==> config.mk <==
export PLATFORM = sky130hd
export DESIGN_NAME = counter_uni_param
export DESIGN_NICKNAME = d
export VERILOG_FILES = /design/src/rtl/counter_uni_param.sv
export SDC_FILE = /design/constraint.sdc
export NUM_CORES = 1
export LEC_CHECK = 0
export ABC_AREA = 1
export BUFFER_PORTS_ARGS = -buffer_cell sky130_fd_sc_hd__clkbuf_2
export CORE_MARGIN = 1.5
export CORE_UTILIZATION = 31
export DETAILED_ROUTE_END_ITERATION = 16
export HOLD_SLACK_MARGIN = 0.05
export PLACE_DENSITY = 0.53
export SLEW_MARGIN = 20
export SYNTH_ARGS = -nofsm -noshare
export SYNTH_HDL_FRONTEND = slang
export SYNTH_SLANG_ARGS = --single-unit
==> constraint.sdc <==
create_clock -name clk -period 5.18 [get_ports clk]
set_input_delay 1.554 -clock clk [delete_from_list [all_inputs] [get_ports clk]]
set_output_delay 1.554 -clock clk [all_outputs]
set_load 0.01 [all_outputs]
==> src/rtl/counter_uni_param.sv <==
// counter_uni_param: up/down counter with limits, step, wrap/stop and sticky flags (optional prescaler via CNT_PRESCALE_EN)
module counter_uni_param #(
  parameter int W = 8
`ifdef CNT_PRESCALE_EN
  , parameter int PSW = 4
`endif
) (
  input  logic           clk,
  input  logic           _areset,
  input  logic           _load,
  input  logic           _sset,
  input  logic           _en,
  input  logic           _updown,
  input  logic           _wrapstop,
  input  logic           _clr_flag,
  input  logic [W-1:0]   preld_val,
  input  logic [W-1:0]   lim_lo,
  input  logic [W-1:0]   lim_hi,
  input  logic [W-1:0]   step,
`ifdef CNT_PRESCALE_EN
  input  logic [PSW-1:0] presc,
`endif
  output logic [W-1:0]   dcout,
  output logic           overflow,
  output logic           underflow,
  output logic           tc
);
  logic [W-1:0] dcout_d, dcout_q;
  logic         ovf_d, ovf_q, unf_d, unf_q;
  logic [W:0]   sum, lo_plus;
  logic         evt, act, fit_up, fit_dn, set_ovf, set_unf;
`ifdef CNT_PRESCALE_EN
  logic [PSW-1:0] psc_d, psc_q;
  // prescaler: counts enabled cycles, restarts on load/set and on each count event
  always_comb begin
    evt   = _en && psc_q == presc;
    psc_d = (_load || _sset) ? '0 : !_en ? psc_q : evt ? '0 : psc_q + 1'b1;
  end
  // prescaler register
  always_ff @(posedge clk or negedge _areset)
    if (!_areset) psc_q <= '0;
    else psc_q <= psc_d;
`else
  assign evt = _en;
`endif
  // next count and flags; W+1-bit compares avoid wraparound errors at the range ends
  always_comb begin
    sum     = {1'b0, dcout_q} + {1'b0, step};
    lo_plus = {1'b0, lim_lo} + {1'b0, step};
    fit_up  = sum <= {1'b0, lim_hi};
    fit_dn  = {1'b0, dcout_q} >= lo_plus;
    act     = !_load && !_sset && evt && lim_lo <= lim_hi && step != '0;
    set_ovf = act && _updown && !fit_up;
    set_unf = act && !_updown && !fit_dn;
    dcout_d = _load ? preld_val :
              _sset ? lim_hi :
              !act ? dcout_q :
              _updown ? (fit_up ? sum[W-1:0] : (_wrapstop ? lim_lo : lim_hi)) :
                        (fit_dn ? dcout_q - step : (_wrapstop ? lim_hi : lim_lo));
    ovf_d   = !_load && (set_ovf || (ovf_q && !_clr_flag));
    unf_d   = !_load && (set_unf || (unf_q && !_clr_flag));
  end
  // counter and sticky flag registers
  always_ff @(posedge clk or negedge _areset)
    if (!_areset) begin
      dcout_q <= '0;
      ovf_q   <= 1'b0;
      unf_q   <= 1'b0;
    end else begin
      dcout_q <= dcout_d;
      ovf_q   <= ovf_d;
      unf_q   <= unf_d;
    end
  assign dcout     = dcout_q;
  assign overflow  = ovf_q;
  assign underflow = unf_q;
  assign tc        = _updown ? dcout_q == lim_hi : dcout_q == lim_lo;
endmodule
# --- After elaboration in Yosys (flattened, before gate mapping) ---
# Index checks and enable logic that the tools add are counted.
word_totals:
  ff_bits: 10
  latchBits: 0
  mem_bits_rw: 0
  romBits: 0
  input_bits: 40
  out_inout_bits: 11
  memories: 0
op_classes:
  addsub: 3
  n_mul: 0
  div: 0
  magnitude_cmp: 3
  n_eq_ne: 2
  n_shift: 0
  n_mux: 9
  n_bitwise: 0
  reduce_logical: 22
op_table:
  columns: ["op", "n"]
  rows:
  - ["8-bit 2-to-1 mux", 8]
  - ["8-bit by 8-bit adder with 9-bit output", 2]
  - ["8-bit == test", 2]
  - ["1-bit logical AND", 12]
  - ["8-bit by 9-bit >= comparator with 1-bit output", 1]
  - ["9-bit by 8-bit <= comparator with 1-bit output", 1]
  - ["8-bit <= comparator", 1]
  - ["8-bit nonzero test", 1]
  - ["8-bit subtractor", 1]
  - ["1-bit logical NOT", 6]
  - ["3-bit nonzero test", 1]
  - ["1-bit logical OR", 2]
  - ["1-bit 2-to-1 mux", 1]

# --- Logic depth before layout (Yosys ltp) ---
# Gate-level depths: netlist (run 1).
logic_depth:
  ltp_word: 9
  mapped_depth: 27
  mapped_depth_nobuf: 26

# --- Least setup slack after synthesis (run 1) ---
# Ideal clock, no wire load.
synth_timing:
  path_type: "input to output"
  start: "input _updown"
  end: "output tc"
  t_arrival_ps: 2690
  required_time_ps: 3626
  slack_ps: 936
  stages: 7
  n_path_buf: 2
  cell_sequence: "buf_2 clkbuf_1 nand2_1 o21ai_0 xnor2_1 nand2_1 nor4_1"
synth_between:
  elab_chain_cells: 1
synth_lines:
  columns: ["item", "line", "source"]
  rows:
  - ["from (decl)", "13", "input logic _updown,"]
  - ["1-bit 2-to-1 mux", "77", "assign tc = _updown ? dcout_q == lim_hi : dcout_q == lim_lo;"]
  - ["to (decl)", "26", "output logic tc"]
# No other way between the ends.

# --- Worst setup path in the final report (run 1) ---
# Ends and elaborated chain as after synthesis.

==> results of run 1 <==
-- power by group --
| group | switching (mW) | internal (mW) | leakage [nW] |
|---|---|---|---|
| registers | 0.0298 | 0.0874 | 0.122 |
| logic | 0.355 | 0.201 | 1.73 |
| clock network | 0.0305 | 0.0509 | 0.0216 |
| total | 0.415 | 0.340 | 1.87 |
-- cell families (layout without fill, tap and decap cells) --
group	count (synthesis)	count (layout)	share of synthesized area, %
AO/OA/AOI/OAI	62	62	12.1
XOR/XNOR	20	20	5.98
adder cells (fa/ha/maj)	50	50	22.1
buffers and inverters	80	119	11.9
flip-flops	10	10	8.54
AND/OR/NAND/NOR	257	257	39.4
-- worst max-delay path by stage --
stage                         start        to  slack (ns)  cells after the start
after floorplan             _updown        tc        0.94                      7
after global placement    lim_lo[2]  dcout[2]        0.46                     22
after detailed placement  lim_lo[2]  dcout[2]        0.47                     22
after CTS                   _updown        tc        0.60                      6
after global routing      lim_lo[2]  dcout[3]        0.29                     22
final                       _updown        tc        0.64                      6
-- metrics by stage --
step	total power, mW	utilization, %	hold slack, ns	cells	instance area [um^2]
2_1_floorplan	0.522	-	0.555	479	2930
3_3_place_gp	0.671	35.1	0.522	626	3230
3_5_place_dp	0.672	35.1	0.541	626	3230
4_1_cts	0.758	35.5	0.548	629	3270
5_1_grt	0.847	35.5	0.567	629	3270
6_report	0.755	35.5	0.543	629	3270
-- sequential cells by signal (all words and copies together), names as in the netlist --
register / flops
dcout: 8
underflow: 1
overflow: 1
-- area by class of cell --
class                      count  area, um^2
clock buffer                   3        41.3
timing repair buffer          50         250
fill                        1072        5930
tap                          111         139
multi-input combinational    389        2330
sequential                    10         250
inverter                      66         254
-- metal layers --
metal  vias to the layer above  GRT usage (%)
met2                        76           34.5
met5                         -              0
met4                         0           4.01
met1                      1395           27.4
li1                       1627              -
met3                        10           2.02
-- worst reg2reg max path: cells and delay by family (launching register included) --
kind / cells / cell delay, ns
and+or+nand+nor: 19 / 1.81
adders and majority gates: 2 / 0.71
DFF: 1 / 0.60
AOI/OAI and AO/OA: 1 / 0.08
buffers and inverters: 1 / 0.05
-- synthesized netlist by cell type, drive strengths merged --
library cell / n / area, um^2
xnor2: 6 / 52.6
nand4: 9 / 56.3
nor3: 2 / 21.3
nand2: 156 / 624
ha: 47 / 588
nand3: 54 / 270
nor2: 32 / 144
clkbuf: 5 / 28.8
inv: 63 / 241
buf: 9 / 66.3
fa: 3 / 60.1
o21ai: 29 / 149
o211ai: 1 / 7.51
dfrtp: 10 / 250
o21bai: 2 / 15.0
nor4: 3 / 18.8
a21oi: 23 / 130
nand3b: 1 / 20.0
clkinv: 3 / 12.5
xor2: 14 / 123
a41oi: 1 / 8.76
a21o: 5 / 37.5
a31oi: 1 / 6.26
==> impl_metrics.env, run 1 <==
export IMPL_place_gp_congestion=0.895
export IMPL_final_layout_size_suffix_gt1_share_pct=13.7
export IMPL_status="completed"
export IMPL_crit_buf_inv=2
export IMPL_dp_hpwl_mm=8.19
export IMPL_routed_wl_mm=9.79
export IMPL_highest_layer="met4"
export IMPL_ys_seq_elements=10
export IMPL_crit_chain="clkbuf_2 > o21ai_0 > xor2_1 > nand4_1 > nor4_1 > clkbuf_2"
export IMPL_cp_slowest_cell="o21ai_0"
export IMPL_yosys_warnings=0
export IMPL_cts_tree="yes"
export IMPL_initial_core_util_pct=31.9
export IMPL_post_cts_setup_buffers=0
export IMPL_final_common_cell="nand2_1"
export IMPL_num_rows=35
export IMPL_fin_skew_ns=0.00611
export IMPL_slew_headroom_pct=64.3
export IMPL_setup_ws_ns=0.639
export IMPL_die_w_um=100
export IMPL_ant_nets=0
export IMPL_dieArea_um2=10000
export IMPL_fin_nets=610
export IMPL_start_kind="input port"
export IMPL_min_delay_worst_endpoint="underflow"
export IMPL_numClockSinks=10
export IMPL_rr_worst_depth=23
export IMPL_synth_cell_types=39
export IMPL_num_io_pins=51
export IMPL_portBuffers=50
export IMPL_max_freq_mhz=220
export IMPL_path_max_fanout=26
export IMPL_clk_pin_slew_ns=0.05
export IMPL_grt_start_max_net_pins=33
export IMPL_crit_type="in2out"
export IMPL_cts_root_buf="clkbuf_8"
export IMPL_finalCriticalPeriod_ns=4.54
export IMPL_rsz0062_at_grt="false"
export IMPL_maxCapViolations=0
export IMPL_wl_met3_um=555
export IMPL_drtPass1Iterations=5
export IMPL_antenna_found_initial=0
export IMPL_required_ns=3.63
export IMPL_final_cell_mix="nand2_1 (150), inv_1 (59), nand3_1 (54)"
export IMPL_synthCells=479
export IMPL_dr_first_iter_drc_count=224
export IMPL_crit_arrival_ns=2.99
export IMPL_syn_cell_area_um2=2930
export IMPL_clockBufferDepth=2
export IMPL_leakagePower_nw=1.87
export IMPL_post_drt_wl_per_cell_um=15.6
export IMPL_timing_setup_tns_ns=0
export IMPL_die_y_um=100
export IMPL_vias=3108
export IMPL_drc=0
export IMPL_numCtsBuffers=3
export IMPL_slew_viol_final=0
export IMPL_power_density_nw_per_um2=231
export IMPL_yosysSeqAreaShare_pct=8.54
export IMPL_grt_pass1_vias=3001
export IMPL_area_growth_syn_to_layout_pct=11.4
export IMPL_holdCritPathClass="reg2reg"
export IMPL_ctsResizeCount=0
export IMPL_hold_buffers=0
export IMPL_htreeDepth=1
export IMPL_period_share_pct=87.7
export IMPL_route_met2_wl_mm=4.50
export IMPL_avgViaCountPerCell=4.94
export IMPL_r2r_slack_ns=1.84
export IMPL_min_delay_start="underflow"
export IMPL_rr_startpoint="dcout[3]"
export IMPL_syn_nets=569
export IMPL_clk_latency_ns=0.24
export IMPL_antenna_cells=0
export IMPL_r2r_end="dcout[4]"
export IMPL_m1WireLength_mm=4.54
export IMPL_gr_total_overflow=0
export IMPL_peakVddDrop_mv=0.0938
export IMPL_dp_slack_ns=0.471
export IMPL_syn_area_per_cell_um2=6.12
export IMPL_grtUsageTotal_pct=20.1
export IMPL_cp_top_family="buffers and inverters"
export IMPL_crit_path_frequent_cell="clkbuf_2"
export IMPL_worst_pin_slew_ns=0.536
export IMPL_grt_pass1_wl_mm=15.6
export IMPL_holdPathStages=2
export IMPL_core_area_um2=9200
export IMPL_hold_violations=0
export IMPL_setup_viol=0
export IMPL_end_kind="output pin"
export IMPL_critPathMaxStageDelay_ns=0.31
Note: power is estimated with default switching activity, not from simulation.
==> run 2: changes to the inputs <==
--- a/config.mk
+++ b/config.mk
@@ -6,12 +6,12 @@
 export NUM_CORES = 1
 export LEC_CHECK = 0
 export ABC_AREA = 1
-export BUFFER_PORTS_ARGS = -buffer_cell sky130_fd_sc_hd__clkbuf_2
 export CORE_MARGIN = 1.5
 export CORE_UTILIZATION = 31
 export DETAILED_ROUTE_END_ITERATION = 16
+export DONT_BUFFER_PORTS = 1
 export HOLD_SLACK_MARGIN = 0.05
-export PLACE_DENSITY = 0.53
+export PLACE_DENSITY = 0.49
 export SLEW_MARGIN = 20
 export SYNTH_ARGS = -nofsm -noshare
 export SYNTH_HDL_FRONTEND = slang
==> run 2 against run 1 <==
Combinational power decreased by 8.5%. Total power decreased by 5.9%. Global-route usage decreased by 0.66 points. Critical path type unchanged.
==> impl_metrics.env, run 2 (synthesis results as in run 1) <==
export IMPL_fin_cells=580
export IMPL_die_y_um=100
export IMPL_grt_start_max_net_pins=33
export IMPL_drtPass1Iterations=6
export IMPL_required_ns=3.63
export IMPL_crit_type="in2out"
export IMPL_final_cell_mix="nand2_1 (150), inv_1 (59), nand3_1 (54)"
export IMPL_crit_arrival_ns=2.81
export IMPL_htreeDepth=1
export IMPL_ant_nets=0
export IMPL_portBuffers=0
export IMPL_multiInputGateArea_um2=2330
export IMPL_hold_buffers=0
export IMPL_leakagePower_nw=1.67
export IMPL_peakVddDrop_mv=0.0810
export IMPL_final_layout_size_suffix_gt1_share_pct=4.69
export IMPL_place_gp_congestion=0.933
export IMPL_core_area_um2=9200
export IMPL_critPathMaxStageDelay_ns=0.37
export IMPL_dieArea_um2=10000
export IMPL_fin_skew_ns=0.000560
export IMPL_fin_nets=561
export IMPL_hold_violations=0
export IMPL_gr_total_overflow=0
export IMPL_antenna_found_initial=0
export IMPL_setup_ws_ns=0.820
export IMPL_dp_slack_ns=0.646
export IMPL_place_inst=577
export IMPL_setup_viol=0
export IMPL_crit_chain="inv_1 > o21ai_0 > xor2_1 > nand4_1 > nor4_1 > buf_4"
export IMPL_largest_reg_flops=8
export IMPL_end_kind="output pin"
export IMPL_max_freq_mhz=229
export IMPL_vias=2983
export IMPL_cts_root_buf="clkbuf_8"
export IMPL_placed_area_um2=2980
export IMPL_path_max_fanout=4
export IMPL_cp_slowest_cell="nor4_1"
export IMPL_grtUsageTotal_pct=19.4
export IMPL_slew_headroom_pct=68.0
export IMPL_final_core_util_pct=32.9
export IMPL_grt_pass1_wl_mm=15.2
export IMPL_finalCriticalPeriod_ns=4.36
export IMPL_die_w_um=100
export IMPL_maxCapViolations=0
export IMPL_period_share_pct=84.2
export IMPL_initial_core_util_pct=31.9
export IMPL_ctsResizeCount=0
export IMPL_cts_tree="yes"
export IMPL_post_drt_wl_per_cell_um=16.5
export IMPL_seq_area_um2=250
export IMPL_num_rows=35
export IMPL_final_design_area_no_fill_um2=3020
export IMPL_start_kind="input port"
export IMPL_holdCritPathClass="reg2reg"
export IMPL_area_growth_syn_to_layout_pct=3.16
export IMPL_grt_pass1_vias=2868
export IMPL_rr_worst_depth=24
export IMPL_holdPathStages=2
export IMPL_status="completed"
export IMPL_worst_pin_slew_ns=0.476
export IMPL_power_mw=0.710
export IMPL_final_common_cell="nand2_1"
export IMPL_clk_latency_ns=0.23
export IMPL_clk_pin_slew_ns=0.05
export IMPL_timing_setup_tns_ns=0
export IMPL_dp_hpwl_mm=8.15
export IMPL_numClockSinks=10
export IMPL_rsz0062_at_grt="false"
export IMPL_slew_viol_final=0
export IMPL_num_io_pins=51
export IMPL_clockBufferDepth=2
export IMPL_avgViaCountPerCell=5.14
export IMPL_power_density_nw_per_um2=235
export IMPL_hold_slack_ns=0.584
export IMPL_antenna_cells=0
export IMPL_post_cts_setup_buffers=0
export IMPL_routed_wl_mm=9.58
export IMPL_drc=0
export IMPL_numCtsBuffers=3
export IMPL_filler_cell_count=1037
export IMPL_dr_first_iter_drc_count=164
run 2: cell types whose count changed in the layout (fill, tap and decap cells not counted), sizes merged:
cell / before / now
buf: 0 / 1
clkbuf: 53 / 3
run 2: layer usage:
metal	track usage, %	routed length, um	up-vias
met3	4.32	576	4
met2	31.7	4310	71
met4	1.95	46	0
li1	-	-	1540
met5	0	0	-
met1	27.2	4640	1368
run 2: worst paths after layout:
path                                start        end  slack [ns]
worst max-delay path            lim_lo[1]         tc        0.82
worst min-delay path            underflow  underflow        0.58
worst max register to register   dcout[0]   dcout[4]        1.76
worst min register to register  underflow  underflow        0.58
max in group asynchronous         _areset   dcout[0]        4.10
min in group asynchronous         _areset  underflow        1.01
run 2: layout make-up:
class,count,share of cell area [%]
Multi-Input combinational cell,389,77.1
Inverter,66,8.40
Sequential cell,10,8.27
Tap cell,111,4.59
Clock buffer,3,1.37
Timing Repair Buffer,1,0.248
run 2: report_power, final:
part           internal, mW  switching [mW]
Combinational         0.185           0.324
Sequential           0.0873          0.0328
Clock                0.0509          0.0299
Total                 0.323           0.387
run 2: worst max-delay path, delay by kind of cell:
kind                      cells  cell delay [ns]
AOI/OAI and AO/OA             1             0.21
xor gates and xnor gates      1             0.27
and+or+nand+nor               2             0.50
buffers and inverters         2             0.27
==> run 3: changes to the inputs <==
--- a/config.mk
+++ b/config.mk
@@ -5,13 +5,13 @@
 export SDC_FILE = /design/constraint.sdc
 export NUM_CORES = 1
 export LEC_CHECK = 0
-export ABC_AREA = 1
+export ABC_AREA = 0
 export CORE_MARGIN = 1.5
 export CORE_UTILIZATION = 31
 export DETAILED_ROUTE_END_ITERATION = 16
 export DONT_BUFFER_PORTS = 1
 export HOLD_SLACK_MARGIN = 0.05
-export PLACE_DENSITY = 0.49
+export PLACE_DENSITY = 0.5
 export SLEW_MARGIN = 20
 export SYNTH_ARGS = -nofsm -noshare
 export SYNTH_HDL_FRONTEND = slang
==> constraint.sdc (replaced) <==
create_clock -name clk -period 4.01 [get_ports clk]
set_input_delay 1.203 -clock clk [delete_from_list [all_inputs] [get_ports clk]]
set_output_delay 1.203 -clock clk [all_outputs]
set_load 0.01 [all_outputs]
==> run 3 against run 2 <==
The run now ends with setup timing left. Non-clock buffer count rose by 36. Routed wire length fell by 11%. Critical path depth rose by 10. Critical path type is now in2reg. Largest cell class unchanged.
==> impl_metrics.env, run 3 <==
export IMPL_syn_area_per_cell_um2=7.62
export IMPL_initial_core_util_pct=32.6
export IMPL_antenna_found_initial=0
export IMPL_synth_area_leader_cell="ha_1"
export IMPL_cts_tree="yes"
export IMPL_crit_type="in2reg"
export IMPL_synthCells=336
export IMPL_peakVddDrop_mv=0.117
export IMPL_die_w_um=93.9
export IMPL_vias=2537
export IMPL_highest_layer="met4"
export IMPL_dr_first_iter_drc_count=107
export IMPL_synth_cell_types=47
export IMPL_max_freq_mhz=246
export IMPL_num_io_pins=51
export IMPL_antenna_cells=0
export IMPL_end_kind="flip-flop"
export IMPL_required_ns=4.13
export IMPL_setup_viol=2
export IMPL_power_mw=0.970
export IMPL_final_common_cell="ha_1"
export IMPL_area_growth_syn_to_layout_pct=19.4
export IMPL_dieArea_um2=8810
export IMPL_synth_common_cells="ha_1 (47), nor2_1 (33), inv_1 (30)"
export IMPL_clk_pin_slew_ns=0.06
export IMPL_period_share_pct=102
export IMPL_place_gp_congestion=0.825
export IMPL_clockBufferDepth=2
export IMPL_yosys_warnings=0
export IMPL_drtPass1Iterations=4
export IMPL_route_met2_wl_mm=4.06
export IMPL_yosysSeqAreaShare_pct=9.78
export IMPL_start_kind="input port"
export IMPL_drc=0
export IMPL_status="finished, violations left"
export IMPL_crit_arrival_ns=4.20
export IMPL_place_inst=453
export IMPL_async_reset_ff_share_pct=100
export IMPL_power_density_nw_per_um2=318
export IMPL_synth_edf_count=0
export IMPL_maxCapViolations=0
export IMPL_dp_hpwl_mm=7.07
export IMPL_slew_headroom_pct=62.0
export IMPL_cts_root_buf="clkbuf_8"
export IMPL_synth_most_common_cell="ha_1"
export IMPL_ys_seq_elements=10
export IMPL_leakagePower_nw=1.40
export IMPL_ant_nets=0
export IMPL_die_y_um=93.9
export IMPL_fin_cells=465
export IMPL_routed_wl_mm=8.55
export IMPL_placed_area_um2=2840
export IMPL_fin_skew_ns=0.00324
export IMPL_numCtsBuffers=3
export IMPL_clk_latency_ns=0.24
export IMPL_hold_violations=0
export IMPL_setup_ws_ns=-0.0604
export IMPL_fin_nets=454
export IMPL_numClockSinks=10
export IMPL_rsz0062_at_grt="true"
export IMPL_wl_met3_um=493
export IMPL_htreeDepth=1
export IMPL_violations="setup timing"
export IMPL_final_core_util_pct=38.9
export IMPL_post_drt_wl_per_cell_um=18.4
export IMPL_core_area_um2=7850
export IMPL_final_layout_size_suffix_gt1_share_pct=17.9
export IMPL_m1WireLength_mm=3.77
export IMPL_worst_pin_slew_ns=0.570
export IMPL_avgViaCountPerCell=5.46
export IMPL_grtUsageTotal_pct=20.5
export IMPL_final_cell_mix="ha_1 (45), buf_4 (33), nor2_1 (32)"
export IMPL_largest_reg_flops=8
export IMPL_path_max_fanout=5
export IMPL_yosys_top_cells_area="ha_1 (23%), dfrtp_1 (9.8%), mux2i_1 (6.3%)"
export IMPL_portBuffers=0
export IMPL_syn_cell_area_um2=2560
export IMPL_synth_top_cell_area_share_pct=23.0
export IMPL_finalCriticalPeriod_ns=4.07
export IMPL_grt_pass1_vias=2675
export IMPL_gr_total_overflow=0
export IMPL_grt_start_max_net_pins=26
export IMPL_grt_pass1_wl_mm=13.9
export IMPL_final_design_area_no_fill_um2=3050
export IMPL_ys_flop_type="dfrtp_1"
export IMPL_syn_nets=426
export IMPL_slew_viol_final=0
export IMPL_holdCritPathClass="reg2reg"
export IMPL_num_rows=32
[run 3: cell types whose count changed after synthesis, moves of 4 or more]
cell | previous run | this run
a21o_1 | 5 | 1
a21oi_1 | 21 | 29
a221oi_1 | 0 | 11
buf_2 | 5 | 1
clkbuf_1 | 4 | 10
inv_1 | 59 | 30
mux2i_1 | 0 | 16
nand2_1 | 150 | 22
nand2b_1 | 0 | 4
nand3_1 | 54 | 4
nor2b_1 | 0 | 7
o211ai_1 | 1 | 10
or2_2 | 0 | 4
xnor2_1 | 6 | 12
[run 3: metal layers]
| metal | track usage, % | up-vias |
|---|---|---|
| met5 | 0 | - |
| met4 | 5.22 | 0 |
| met3 | 3.88 | 16 |
| met2 | 35.3 | 70 |
| met1 | 26.0 | 1176 |
| li1 | - | 1275 |
[run 3: final timing paths]
path / from / slack (ns) / cells past startpoint / to
setup reg to reg: dcout[1] / 0.28 / 16 / dcout[5]
setup / recovery: step[1] / -0.06 / 16 / dcout[5]
min in group asynchronous: _areset / 0.65 / 0 / dcout[6]
hold reg to reg: underflow / 0.59 / 2 / underflow
max in group asynchronous: _areset / 3.29 / 0 / dcout[3]
hold / removal: underflow / 0.59 / 2 / underflow
[run 3: area by class of cell]
type                            count  area (um^2)
Clock buffer                        4         55.1
Sequential cell                    10          250
Timing Repair Buffer               37          287
Fill cell                         850         4790
Multi-Input combinational cell    282         2220
Tap cell                          102          128
Inverter                           30          116
[run 3: critical path, stage by stage]
cell,delay (ns)
clkinvlp_4,0.13
fa_2,0.45
nor2_4,0.11
o311a_1,0.20
nor2_1,0.05
o21bai_1,0.14
xnor2_1,0.11
ha_1,0.33
nand4_1,0.15
a21oi_2,0.19
nor4_2,0.05
o211ai_1,0.36
buf_4,0.21
o211ai_1,0.08
o21a_1,0.12
a221o_1,0.31
[run 3: metrics by stage]
stage | hold slack [ns] | setup WS (ns) | setup TNS (ns)
after global routing | 0.633 | -0.211 | -1.07
after CTS | 0.596 | -0.0901 | -0.359
after floorplan | 0.538 | 0.0149 | 0
after detailed placement | 0.571 | -0.568 | -4.42
after global placement | 0.566 | -0.532 | -3.92
final | 0.589 | -0.0604 | -0.0795
[run 3: power by group]
part	internal, mW	switching [mW]	total (mW)
clock	0.0867	0.0453	0.132
sequential	0.111	0.0247	0.136
combinational	0.347	0.355	0.702
total	0.545	0.425	0.970
[run 3: kinds of logic after synthesis]
| group | count (synthesis) | share of synthesized area, % |
|---|---|---|
| compound gates | 100 | 26.2 |
| simple gates | 93 | 17.5 |
| fa+ha+maj | 50 | 25.3 |
| buf+inv | 44 | 7.09 |
| xor+xnor | 23 | 7.87 |
| mux | 16 | 6.26 |
| flops | 10 | 9.78 |
[run 3: what timing repair did]
| item | CTS | global route |
|---|---|---|
| pin swaps | 24 | 16 |
| setup buffers | 5 | 3 |
| hold buffers | 0 | 0 |
| cloned | 1 | 0 |
| endpoints found under the setup margin | 9 | 10 |
| gates resized for setup | 21 | 9 |
